### config.mk
export PLATFORM = sky130hd
export DESIGN_NAME = seq_fixed_multiplier_flat
export DESIGN_NICKNAME = d
export VERILOG_FILES = /design/src/rtl/seq_fixed_multiplier_pkg.sv /design/src/rtl/seq_fixed_multiplier_if.sv /design/src/rtl/seq_fixed_multiplier_adder.sv /design/src/rtl/seq_fixed_multiplier.sv /design/src/flat_wrapper.sv
export SDC_FILE = /design/constraint.sdc
export NUM_CORES = 1
export LEC_CHECK = 0
export ABC_CLOCK_PERIOD_IN_PS = 7000
export CAP_MARGIN = 20
export CORE_AREA = 5 5 230 210
export DETAILED_ROUTE_END_ITERATION = 8
export DIE_AREA = 0 0 235 215
export PLACE_DENSITY = 0.71
export SLEW_MARGIN = 0
export SYNTH_ARGS = -nofsm -noshare
export SYNTH_HDL_FRONTEND = slang
export SYNTH_SLANG_ARGS = --single-unit
### constraint.sdc
create_clock -name clock -period 7 [get_ports clock]
set_clock_uncertainty 0.05 [all_clocks]
set_input_delay 1.4 -clock clock [delete_from_list [all_inputs] [get_ports clock]]
set_output_delay 1.4 -clock clock [all_outputs]
set_load 0.05 [all_outputs]
### src/rtl/seq_fixed_multiplier_pkg.sv
// Shared types and range-bound helpers for the sequential fixed-point multiplier.
// Exports the FSM state enum and the signed/unsigned bound functions.
package seq_mult_pkg;

    typedef enum logic [1:0] {
        IDLE = 2'd0,
        BUSY = 2'd1,
        DONE = 2'd2
    } mult_state_t;

    // Widest operand the bound helpers support; callers truncate.
    localparam int MAX_W = 256;

    function automatic logic [MAX_W-1:0] umax_f(input int w);
        return (MAX_W'(1) << w) - MAX_W'(1);
    endfunction

    function automatic logic [MAX_W-1:0] smax_f(input int w);
        return (MAX_W'(1) << (w - 1)) - MAX_W'(1);
    endfunction

    function automatic logic [MAX_W-1:0] smin_f(input int w);
        return MAX_W'(1) << (w - 1);
    endfunction

endpackage

### src/rtl/seq_fixed_multiplier_if.sv
// Operand/result handshake bundle for seq_fixed_multiplier.
// master: producer/consumer side; slave: the multiplier.
interface seq_fixed_multiplier_if #(
    parameter int WIDTH = 32
);
    localparam int CW = $clog2(WIDTH) + 1;

    logic                 in_valid;
    logic                 in_ready;
    logic [WIDTH-1:0]     a;
    logic [WIDTH-1:0]     b;
    logic                 signed_mode;
    logic                 out_valid;
    logic                 out_ready;
    logic [WIDTH-1:0]     result;
    logic [2*WIDTH-1:0]   product_full;
    logic                 overflow;
    logic [CW-1:0]        busy_count;

    modport master (
        output in_valid, a, b, signed_mode, out_ready,
        input  in_ready, out_valid, result, product_full,
        input  overflow, busy_count
    );

    modport slave (
        input  in_valid, a, b, signed_mode, out_ready,
        output in_ready, out_valid, result, product_full,
        output overflow, busy_count
    );

endinterface

### src/rtl/seq_fixed_multiplier_adder.sv
// W-bit combinational adder with carry-out (accumulator adder).
// Ports: x, y addends; sum W-bit sum; cout carry-out.
module adder_w #(
    parameter int W = 64
) (
    input  logic [W-1:0] x,
    input  logic [W-1:0] y,
    output logic [W-1:0] sum,
    output logic         cout
);
    assign {cout, sum} = {1'b0, x} + {1'b0, y};
endmodule

### src/rtl/seq_fixed_multiplier.sv
// Radix-2 shift-add multiplier with Q-format scaling and optional saturation.
// Ports: clock, reset (sync, active-high), bus (operand/result handshake).
module seq_fixed_multiplier
    import seq_mult_pkg::*;
#(
    parameter int WIDTH     = 32,
    parameter int FRAC_BITS = 0,
    parameter int SATURATE  = 1
) (
    input logic                  clock,
    input logic                  reset,
    seq_fixed_multiplier_if.slave bus
);
    localparam int W2 = 2 * WIDTH;
    localparam int CW = $clog2(WIDTH) + 1;
    localparam logic [CW-1:0]    LAST  = CW'(WIDTH - 1);
    localparam logic [WIDTH-1:0] S_MAX = WIDTH'(smax_f(WIDTH));
    localparam logic [WIDTH-1:0] S_MIN = WIDTH'(smin_f(WIDTH));
    localparam logic [WIDTH-1:0] U_MAX = WIDTH'(umax_f(WIDTH));

    mult_state_t       state_q, state_d;
    logic [CW-1:0]     cnt_q, cnt_d;
    logic [W2-1:0]     mcand_q, mcand_d;
    logic [WIDTH-1:0]  mplier_q, mplier_d;
    logic [W2-1:0]     acc_q, acc_d;
    logic              neg_q, neg_d;
    logic              sm_q, sm_d;
    logic [WIDTH-1:0]  result_q, result_d;
    logic [W2-1:0]     product_q, product_d;
    logic              ovf_q, ovf_d;

    logic [W2-1:0]        addend;
    logic [W2-1:0]        sum;
    logic                 add_cout_unused;
    logic [W2-1:0]        prod;
    logic signed [W2-1:0] scaled_s;
    logic [W2-1:0]        scaled_u;
    logic [W2-WIDTH:0]    ext;
    logic                 fin_ovf;
    logic [WIDTH-1:0]     fin_res;

    function automatic logic [WIDTH-1:0] mag(
        input logic [WIDTH-1:0] v,
        input logic             sm
    );
        return (sm && v[WIDTH-1]) ? -v : v;
    endfunction

    // Multiplier shifts right, multiplicand left: bit 0 of the
    // multiplier is always magA[busy_count].
    assign addend = mplier_q[0] ? mcand_q : '0;

    adder_w #(.W(W2)) u_add (
        .x    (acc_q),
        .y    (addend),
        .sum  (sum),
        .cout (add_cout_unused)
    );

    always_comb begin
        prod     = neg_q ? -sum : sum;
        scaled_s = $signed(prod) >>> FRAC_BITS;
        scaled_u = prod >> FRAC_BITS;
        // Signed fits iff the bits above the result MSB are a sign extension.
        ext      = scaled_s[W2-1:WIDTH-1];
        fin_ovf  = sm_q ? ((|ext) && !(&ext)) : (|scaled_u[W2-1:WIDTH]);
        fin_res  = sm_q ? scaled_s[WIDTH-1:0] : scaled_u[WIDTH-1:0];
        if (fin_ovf && SATURATE != 0) begin
            fin_res = sm_q ? (scaled_s[W2-1] ? S_MIN : S_MAX) : U_MAX;
        end
    end

    always_comb begin
        state_d   = state_q;
        cnt_d     = cnt_q;
        mcand_d   = mcand_q;
        mplier_d  = mplier_q;
        acc_d     = acc_q;
        neg_d     = neg_q;
        sm_d      = sm_q;
        result_d  = result_q;
        product_d = product_q;
        ovf_d     = ovf_q;
        unique case (state_q)
            IDLE: begin
                if (bus.in_valid) begin
                    mplier_d = mag(bus.a, bus.signed_mode);
                    mcand_d  = {{WIDTH{1'b0}}, mag(bus.b, bus.signed_mode)};
                    neg_d    = bus.signed_mode &
                               (bus.a[WIDTH-1] ^ bus.b[WIDTH-1]);
                    sm_d     = bus.signed_mode;
                    acc_d    = '0;
                    cnt_d    = '0;
                    state_d  = BUSY;
                end
            end
            BUSY: begin
                acc_d    = sum;
                mcand_d  = mcand_q << 1;
                mplier_d = mplier_q >> 1;
                cnt_d    = cnt_q + 1'b1;
                if (cnt_q == LAST) begin
                    product_d = prod;
                    result_d  = fin_res;
                    ovf_d     = fin_ovf;
                    state_d   = DONE;
                end
            end
            DONE: begin
                if (bus.out_ready) begin
                    state_d = IDLE;
                end
            end
            default: state_d = IDLE;
        endcase
    end

    always_ff @(posedge clock) begin
        if (reset) begin
            state_q   <= IDLE;
            cnt_q     <= '0;
            mcand_q   <= '0;
            mplier_q  <= '0;
            acc_q     <= '0;
            neg_q     <= 1'b0;
            sm_q      <= 1'b0;
            result_q  <= '0;
            product_q <= '0;
            ovf_q     <= 1'b0;
        end else begin
            state_q   <= state_d;
            cnt_q     <= cnt_d;
            mcand_q   <= mcand_d;
            mplier_q  <= mplier_d;
            acc_q     <= acc_d;
            neg_q     <= neg_d;
            sm_q      <= sm_d;
            result_q  <= result_d;
            product_q <= product_d;
            ovf_q     <= ovf_d;
        end
    end

    assign bus.in_ready     = (state_q == IDLE);
    assign bus.out_valid    = (state_q == DONE);
    assign bus.result       = result_q;
    assign bus.product_full = product_q;
    assign bus.overflow     = ovf_q;
    assign bus.busy_count   = cnt_q;

endmodule

### src/flat_wrapper.sv
// flat-port wrapper written by rule: the top's interface ports become plain ports
module seq_fixed_multiplier_flat import seq_mult_pkg::*;
#(
    parameter int WIDTH     = 32,
    parameter int FRAC_BITS = 0,
    parameter int SATURATE  = 1
)
  (clock, reset, bus_in_valid, bus_a, bus_b, bus_signed_mode, bus_out_ready, bus_in_ready, bus_out_valid, bus_result, bus_product_full, bus_overflow, bus_busy_count);
  seq_fixed_multiplier_if #(.WIDTH(WIDTH)) bus_i ();
  input logic clock;
  input logic reset;
  input wire logic [$bits(bus_i.in_valid)-1:0] bus_in_valid;
  input wire logic [$bits(bus_i.a)-1:0] bus_a;
  input wire logic [$bits(bus_i.b)-1:0] bus_b;
  input wire logic [$bits(bus_i.signed_mode)-1:0] bus_signed_mode;
  input wire logic [$bits(bus_i.out_ready)-1:0] bus_out_ready;
  output wire logic [$bits(bus_i.in_ready)-1:0] bus_in_ready;
  output wire logic [$bits(bus_i.out_valid)-1:0] bus_out_valid;
  output wire logic [$bits(bus_i.result)-1:0] bus_result;
  output wire logic [$bits(bus_i.product_full)-1:0] bus_product_full;
  output wire logic [$bits(bus_i.overflow)-1:0] bus_overflow;
  output wire logic [$bits(bus_i.busy_count)-1:0] bus_busy_count;
  assign bus_i.in_valid = bus_in_valid;
  assign bus_i.a = bus_a;
  assign bus_i.b = bus_b;
  assign bus_i.signed_mode = bus_signed_mode;
  assign bus_i.out_ready = bus_out_ready;
  assign bus_in_ready = bus_i.in_ready;
  assign bus_out_valid = bus_i.out_valid;
  assign bus_result = bus_i.result;
  assign bus_product_full = bus_i.product_full;
  assign bus_overflow = bus_i.overflow;
  assign bus_busy_count = bus_i.busy_count;
  seq_fixed_multiplier #(.WIDTH(WIDTH), .FRAC_BITS(FRAC_BITS), .SATURATE(SATURATE)) u_core (.clock(clock), .reset(reset), .bus(bus_i));
endmodule
==> impl_metrics.yaml <==
floorplan:
  fp.dieArea_um2: 50530
  io_pins: 174
  start_util: 0.3927
  die_h_um: 215
  num_rows: 75
  fp.dieW_um: 235
  fp.coreArea_um2: 45890
clock_tree:
  htreeDepth: 1
  clockBufferDepth: 3
  root_buffer: "clkbuf_16"
  clkTransAtPathRegs_ns: 0.07
  clock_latency_ns: 0.57
  cts_tree: "built"
  ctsHoldBuffers: 0
  cts.repair.resized: 0
  cts_made_buffers: 29
  cts.sinks: 267
  cts_setup_buffers: 0
worst_setup_path:
  worstSetupPathType: "register to register"
  timing.rr.start: "u_core.mplier_q[0]$_SDFFE_PP0P_"
  slowest_stage: "or4_1"
  crit_path_start: "u_core.mplier_q[0]$_SDFFE_PP0P_"
  crit_arrival_ns: 7.01
  start_kind: "register"
  cp_data_required_time_ns: 7.41
  worstPathCellList: "buf_4 > buf_4 > and2_1 > ha_1 > a21oi_1 > o21ai_0 > a211oi_1 > o31ai_1 > or4_1 > o21ai_1 > nand4_1 > or4_1 > or3_1 > o41ai_1 > xnor2_1 > nor4b_2 > and4_4 > a32o_2 > and2_4 > a221o_1"
  path_max_fanout: 38
  cpPeakStageDelay_ns: 0.63
  critPathTopFamily: "simple AND/OR/NAND/NOR gates"
  crit_path_end_kind: "register"
  crit_buf_inv: 2
placement:
  dp.cells: 3148
  dp_slack_ns: 0.4702
  port_buffers: 173
  dp_hpwl_mm: 49.70
  place_congestion: 0.9819
cells_and_area:
  syn_to_final_growth_pct: 19.57
  drive_gt1_frac: 0.07538
  fin_cells: 3203
  final_net_count: 2702
  antenna_cells: 0
  final_util: 0.4696
  final-seq-area_um2: 5346
  multiInputGateArea_um2: 11910
  fill_cells: 4600
logic_synthesis:
  ys_warn_count: 0
  ys_seq_area_frac: 0.2966
  syn_avg_cell_area_um2: 7.413
  ys.flop_type: "dfxtp_1"
  yosysUniqueCellTypes: 82
  syn-num-nets: 2568
  syn-cell-area_um2: 18020
  ys_seq_elements: 267
  synthArstFlopShare: 0
  synth-edff-count: 0
  syn_inst: 2431
timing:
  tightest_slew_ns: 1.003
  clock.fmax_mhz: 151.4
  setup-tns-final_ns: 0
  hold_violations: 0
  worst_slack_ns: 0.3952
  min_period_over_period: 0.9435
  drv_slew: 0
  rsz0062_at_grt: "false"
  min_period_ns: 6.605
  relSlewSlack: 0.3314
  setup_viol: 0
route:
  avgRoutedWirePerCell_um: 19.88
  vias: 18970
  first_pass_iters: 6
  drt-total-wl_mm: 63.67
  first_iter_violations: 1644
  drcViolationCount: 0
  vias_per_cell: 5.922
  ant_nets: 0
pwr:
  power_density_nw_per_um2: 169.8
  power.leakage_nw: 8.046
  p_total_mw: 3.658
  ir_drop_mv: 0.1750
global_route:
  grt_pass1_wl_mm: 100.5
  grt_overflow_total: 0
  antenna_found_initial: 0
  grt_max_degree: 97
  grt_pass1_vias: 17950
  track_usage: 0.2378
min_path:
  hold_class: "register to register"
  min-delay-start: "u_core.mcand_q[51]$_SDFFE_PP0P_"
run_status:
  outcome: "complete, no violations"
run:
  maxCapViolations: 0
[placed cells by master (no fill, tap or decap), types with 9 or more instances in the layout]
cell type,netlist,final
a211oi_1,38,38
a21o_1,23,23
a21oi_1,271,271
a221o_1,30,30
a221oi_1,10,10
a22oi_1,79,79
a31oi_1,30,30
and2_1,75,74
and4_1,9,9
buf_4,1,101
clkbuf_16,0,29
clkdlybuf4s50_1,0,172
clkinv_2,0,11
dfxtp_1,267,266
ha_1,67,67
inv_1,23,23
nand2_1,276,275
nand3_1,93,93
nand4_1,51,51
nor2_1,280,278
nor3_1,82,81
nor4_1,22,22
o211ai_1,17,17
o21a_1,20,20
o21ai_0,100,100
o21ai_1,14,14
o31ai_1,34,34
o41ai_1,17,17
or2_2,9,9
or3_1,14,13
or4_1,19,19
xnor2_1,101,101
xor2_1,68,68
[worst register-to-register path: cells and delay by family (launching register included)]
kind                     cells  cell delay, ns
adder cells (fa/ha/maj)      1            0.36
AO/OA/AOI/OAI                8            2.28
flip-flops                   1            0.31
XOR/XNOR                     1            0.23
AND/OR/NAND/NOR              8            2.66
buffers and inverters        2            0.60
[synth_stat cells, types with 4 or more instances]
library cell  instances  area share
a211oi_1             38       0.016
o31ai_1              34       0.014
a211o_1               7      0.0034
and3_1                8      0.0028
and4_1                9      0.0044
nand3b_1              6      0.0025
nor4_1               22      0.0076
nand3_1              93       0.026
xnor2_1             101       0.049
or3_1                14      0.0049
a21oi_1             271       0.075
dfxtp_1             267        0.30
a22oi_1              79       0.033
or4_1                19      0.0079
nand4_1              51       0.018
or2_2                 9      0.0031
and2_1               75       0.026
o211a_1               4      0.0022
nor2_1              280       0.058
a21o_1               23      0.0096
nand2b_1              9      0.0031
o21a_1               20      0.0083
inv_1                23      0.0048
nand2_1             276       0.057
clkbuf_1            150       0.031
o41ai_1              17      0.0083
o21ai_0             100       0.028
nor2b_1               9      0.0031
o211ai_1             17      0.0071
o21ai_1              14      0.0039
a31oi_1              30       0.010
ha_1                 67       0.047
nand4b_1              5      0.0024
o21bai_1              8      0.0033
buf_6                 8      0.0050
nor3_1               82       0.023
a221o_1              30       0.017
a221oi_1             10      0.0049
buf_1                12      0.0025
xor2_1               68       0.033
[path summary, 6_finish.rpt]
| kind | end | slack, ns | cells after the start |
|---|---|---|---|
| worst max-delay path | u_core.bus.result[0]$_SDFFE_PP0P_ | 0.40 | 20 |
| worst min-delay path | u_core.mcand_q[52]$_SDFFE_PP0P_ | 0.41 | 2 |
| worst max register to register | u_core.bus.result[0]$_SDFFE_PP0P_ | 0.40 | 20 |
| worst min register to register | u_core.mcand_q[52]$_SDFFE_PP0P_ | 0.41 | 2 |
[final cells by class]
cell class                 instances  area share
clock buffer                      37     0.03740
multi-input combinational       1968      0.5527
timing repair buffer             276      0.1165
sequential                       267      0.2481
clock inverter                    16    0.005517
inverter                          23    0.004007
tap                              616     0.03577
[kinds of logic after synthesis]
logic type | count (synthesis) | synth area share
XOR/XNOR | 169 | 0.08214
adder cells (fa/ha/maj) | 68 | 0.04763
AND/OR/NAND/NOR | 985 | 0.2611
flip-flops | 267 | 0.2966
AO/OA/AOI/OAI | 746 | 0.2680
buffers and inverters | 196 | 0.04450
[power breakdown]
group / switching, mW / internal, mW
Clock: 0.650 / 0.850
Sequential: 0.0259 / 1.55
Combinational: 0.353 / 0.226
[state kept, by name (all words and copies together), names as in the netlist, 2 cells and up]
register	count
u_core.bus.result	32
u_core.state_q	2
u_core.mcand_q	64
u_core.bus.product_full	64
u_core.bus.busy_count	6
u_core.mplier_q	32
u_core.acc_q	64
[metal layers]
layer / GRT usage / part of all wire / up-vias
li1: - / - / 9147
met1: 0.3406 / 0.46 / 8968
met2: 0.3659 / 0.42 / 754
met3: 0.05371 / 0.087 / 98
met4: 0.05527 / 0.025 / 0
met5: 0 / 0 / -
[through the flow]
stage               hold WS (ns)  area (um2)
floorplan                 0.3816       18020
global placement          0.3962       20600
detailed placement        0.4042       20600
CTS                       0.4065       21530
global route              0.4290       21550
finish                    0.4077       21550
(Power assumes the default switching activity.)
==> RTL edit: new RTL, same flow settings <==
Reset style: asynchronous (`reset`), changed in one clocked block.
--- a/src/rtl/seq_fixed_multiplier.sv
+++ b/src/rtl/seq_fixed_multiplier.sv
@@ -117,3 +117,3 @@
 
-    always_ff @(posedge clock) begin
+    always_ff @(posedge clock or posedge reset) begin
         if (reset) begin
Formal check against the unedited RTL: differs if reset is asserted again (counterexample within 4 cycles, from zero or initial values and one cycle with reset high); with reset held inactive, the same outputs for 10 cycles.
==> RTL edit against the original RTL <==
  * Synthesized area grew 4.9%
  * Via count shrank 4.4%
  * Wire length shrank 4.1%
  * Worst setup slack lost 0.022 ns
  * Utilization grew 1.9 points
  * Cell area grew 4.0%
  * Global-route usage shrank 0.55 points
  * Maximum frequency shrank 0.33%
  * Sequential cell count is the same
  * Worst hold slack gained 0.018 ns
  * Critical endpoint is now u_core.bus.result[21]
Power is left out: it rests on default switching activity, and per cell area and clock period it moved more than threefold.
==> RTL edit: results (changes against the original RTL) <==
| Metric | Value |
|---|---|
| Layout fillers | 4382 (-4.7%) |
| Post-CTS setup buffer count | 0 (unchanged) |
| DP HPWL | 47.1 mm (-5.2%) |
| Yosys cell types | 100 (+22%) |
| Port-buffer cells | 173 (unchanged) |
| Largest net degree at the start of global routing | 153 (+58%) |
| CP arrival | 7.08 ns (+0.07 ns) |
| Slowest CP cell | or4_1 |
| Reg2reg setup slack | 0.37 ns (-0.02 ns) |
| Syn Nets | 2394 (-6.8%) |
| Clock root buffer | clkbuf_16 |
| Total clock buffers created by CTS | 30 (+3.4%) |
| Post-CTS Resized | 0 (unchanged) |
| Synth cell count leaders | 293 x nand2_1, 267 x dfrtp_1, 250 x o21ai_0, 144 x nor2_1, 123 x clkbuf_1 |
| Initial antenna violation count | 1 (+1) |
| Starting DRT DRC Count | 1566 (-4.7%) |
| Top cells by area, synth | dfrtp_1 35%, o21ai_0 6.6%, nand2_1 5.8%, ha_1 4.4%, xnor2_1 3.6% |
| First-pass GRT wire length | 97.5 mm (-3.0%) |
| Number of global-route vias before repair | 17410 (-3.0%) |
| Critical Path Max Stage Delay | 0.74 ns (+0.11 ns) |
| Worst-margin pin slew | 1.01 ns (+0.00994 ns) |
| Async SR Flop Fraction | 1.00 (+1.00) |
| Result of the run | completed |
| Nets | 2520 (-6.7%) |
| GRT Overall Usage | 0.232 (-0.00550) |
| CTS max path bufs | 3 (unchanged) |
| Pre-antenna DRT Iters | 5 (-1) |
| Critical Path Fanout Max | 33 (-13%) |
| GP Congestion | 1.05 (+6.9%) |
| Via count | 18135 (-4.4%) |
| Delay-heaviest family, CP | simple AND/OR/NAND/NOR gates |
| Sequential share of the synthesized area | 0.353 (+0.0568) |
| WL per Instance | 20.2 microns (+1.7%) |
| Layout cells sized above 1 | 0.0740 (-0.00140) |
==> RTL edit: cell types whose count changed after synthesis, sizes merged, moves of 15 or more <==
cell and delta:
o21ai +148, a22o +15, nand2 +17, a21o +29, a21oi -156, a211oi -28, dfxtp -267, xnor2 -24
nor3 -36, a22oi -15, nor2 -135, a31oi -19, clkbuf -27, dfrtp +267
==> RTL edit: path summary, 6_finish.rpt <==
kind	cells past startpoint	start	to
max reg2reg	19	u_core.mplier_q[0]	u_core.bus.result[21]
min in group asynchronous	2	reset	u_core.mplier_q[24]
min	1	u_core.bus.product_full[0]	u_core.bus.product_full[0]
max	19	u_core.mplier_q[0]	u_core.bus.result[21]
max in group asynchronous	3	reset	u_core.bus.result[10]
min reg2reg	1	u_core.bus.product_full[0]	u_core.bus.product_full[0]
==> RTL edit: per-layer routing <==
metal  GRT usage  up-vias  part of all wire
met2       0.342      728              0.42
met3      0.0524      101             0.084
met1       0.349     8758              0.48
li1            -     8548                 -
met4      0.0529        0             0.024
met5           0        -                 0
==> RTL edit: kinds of logic (layout without fill, tap and decap cells) <==
family,after synthesis,after routing,share of synthesized area
compound gates,749,749,0.267
xor+xnor,155,155,0.0722
fa+ha+maj,68,68,0.0454
buf+inv,176,325,0.0396
flops,267,267,0.353
mux,10,10,0.00556
simple gates,832,832,0.217
==> RTL edit: cell type report <==
class / count / area share
multi-input cells: 1814 / 0.514
clock buffers: 42 / 0.0396
repair buffers: 242 / 0.103
clock inverters: 13 / 0.00570
inverters: 28 / 0.00486
flip-flops and latches: 267 / 0.298
well taps: 616 / 0.0344
==> RTL edit: through the flow <==
step	cell area [sq um]	setup slack [ns]	utilization	cells	hold WS, ns
2_1_floorplan	18900	0.933	-	2257	0.400
3_3_place_gp	21400	0.377	0.465	2966	0.407
3_5_place_dp	21400	0.338	0.465	2966	0.414
4_1_cts	22400	0.306	0.487	3021	0.429
5_1_grt	22400	0.00198	0.488	3022	0.441
6_report	22400	0.374	0.488	3022	0.426
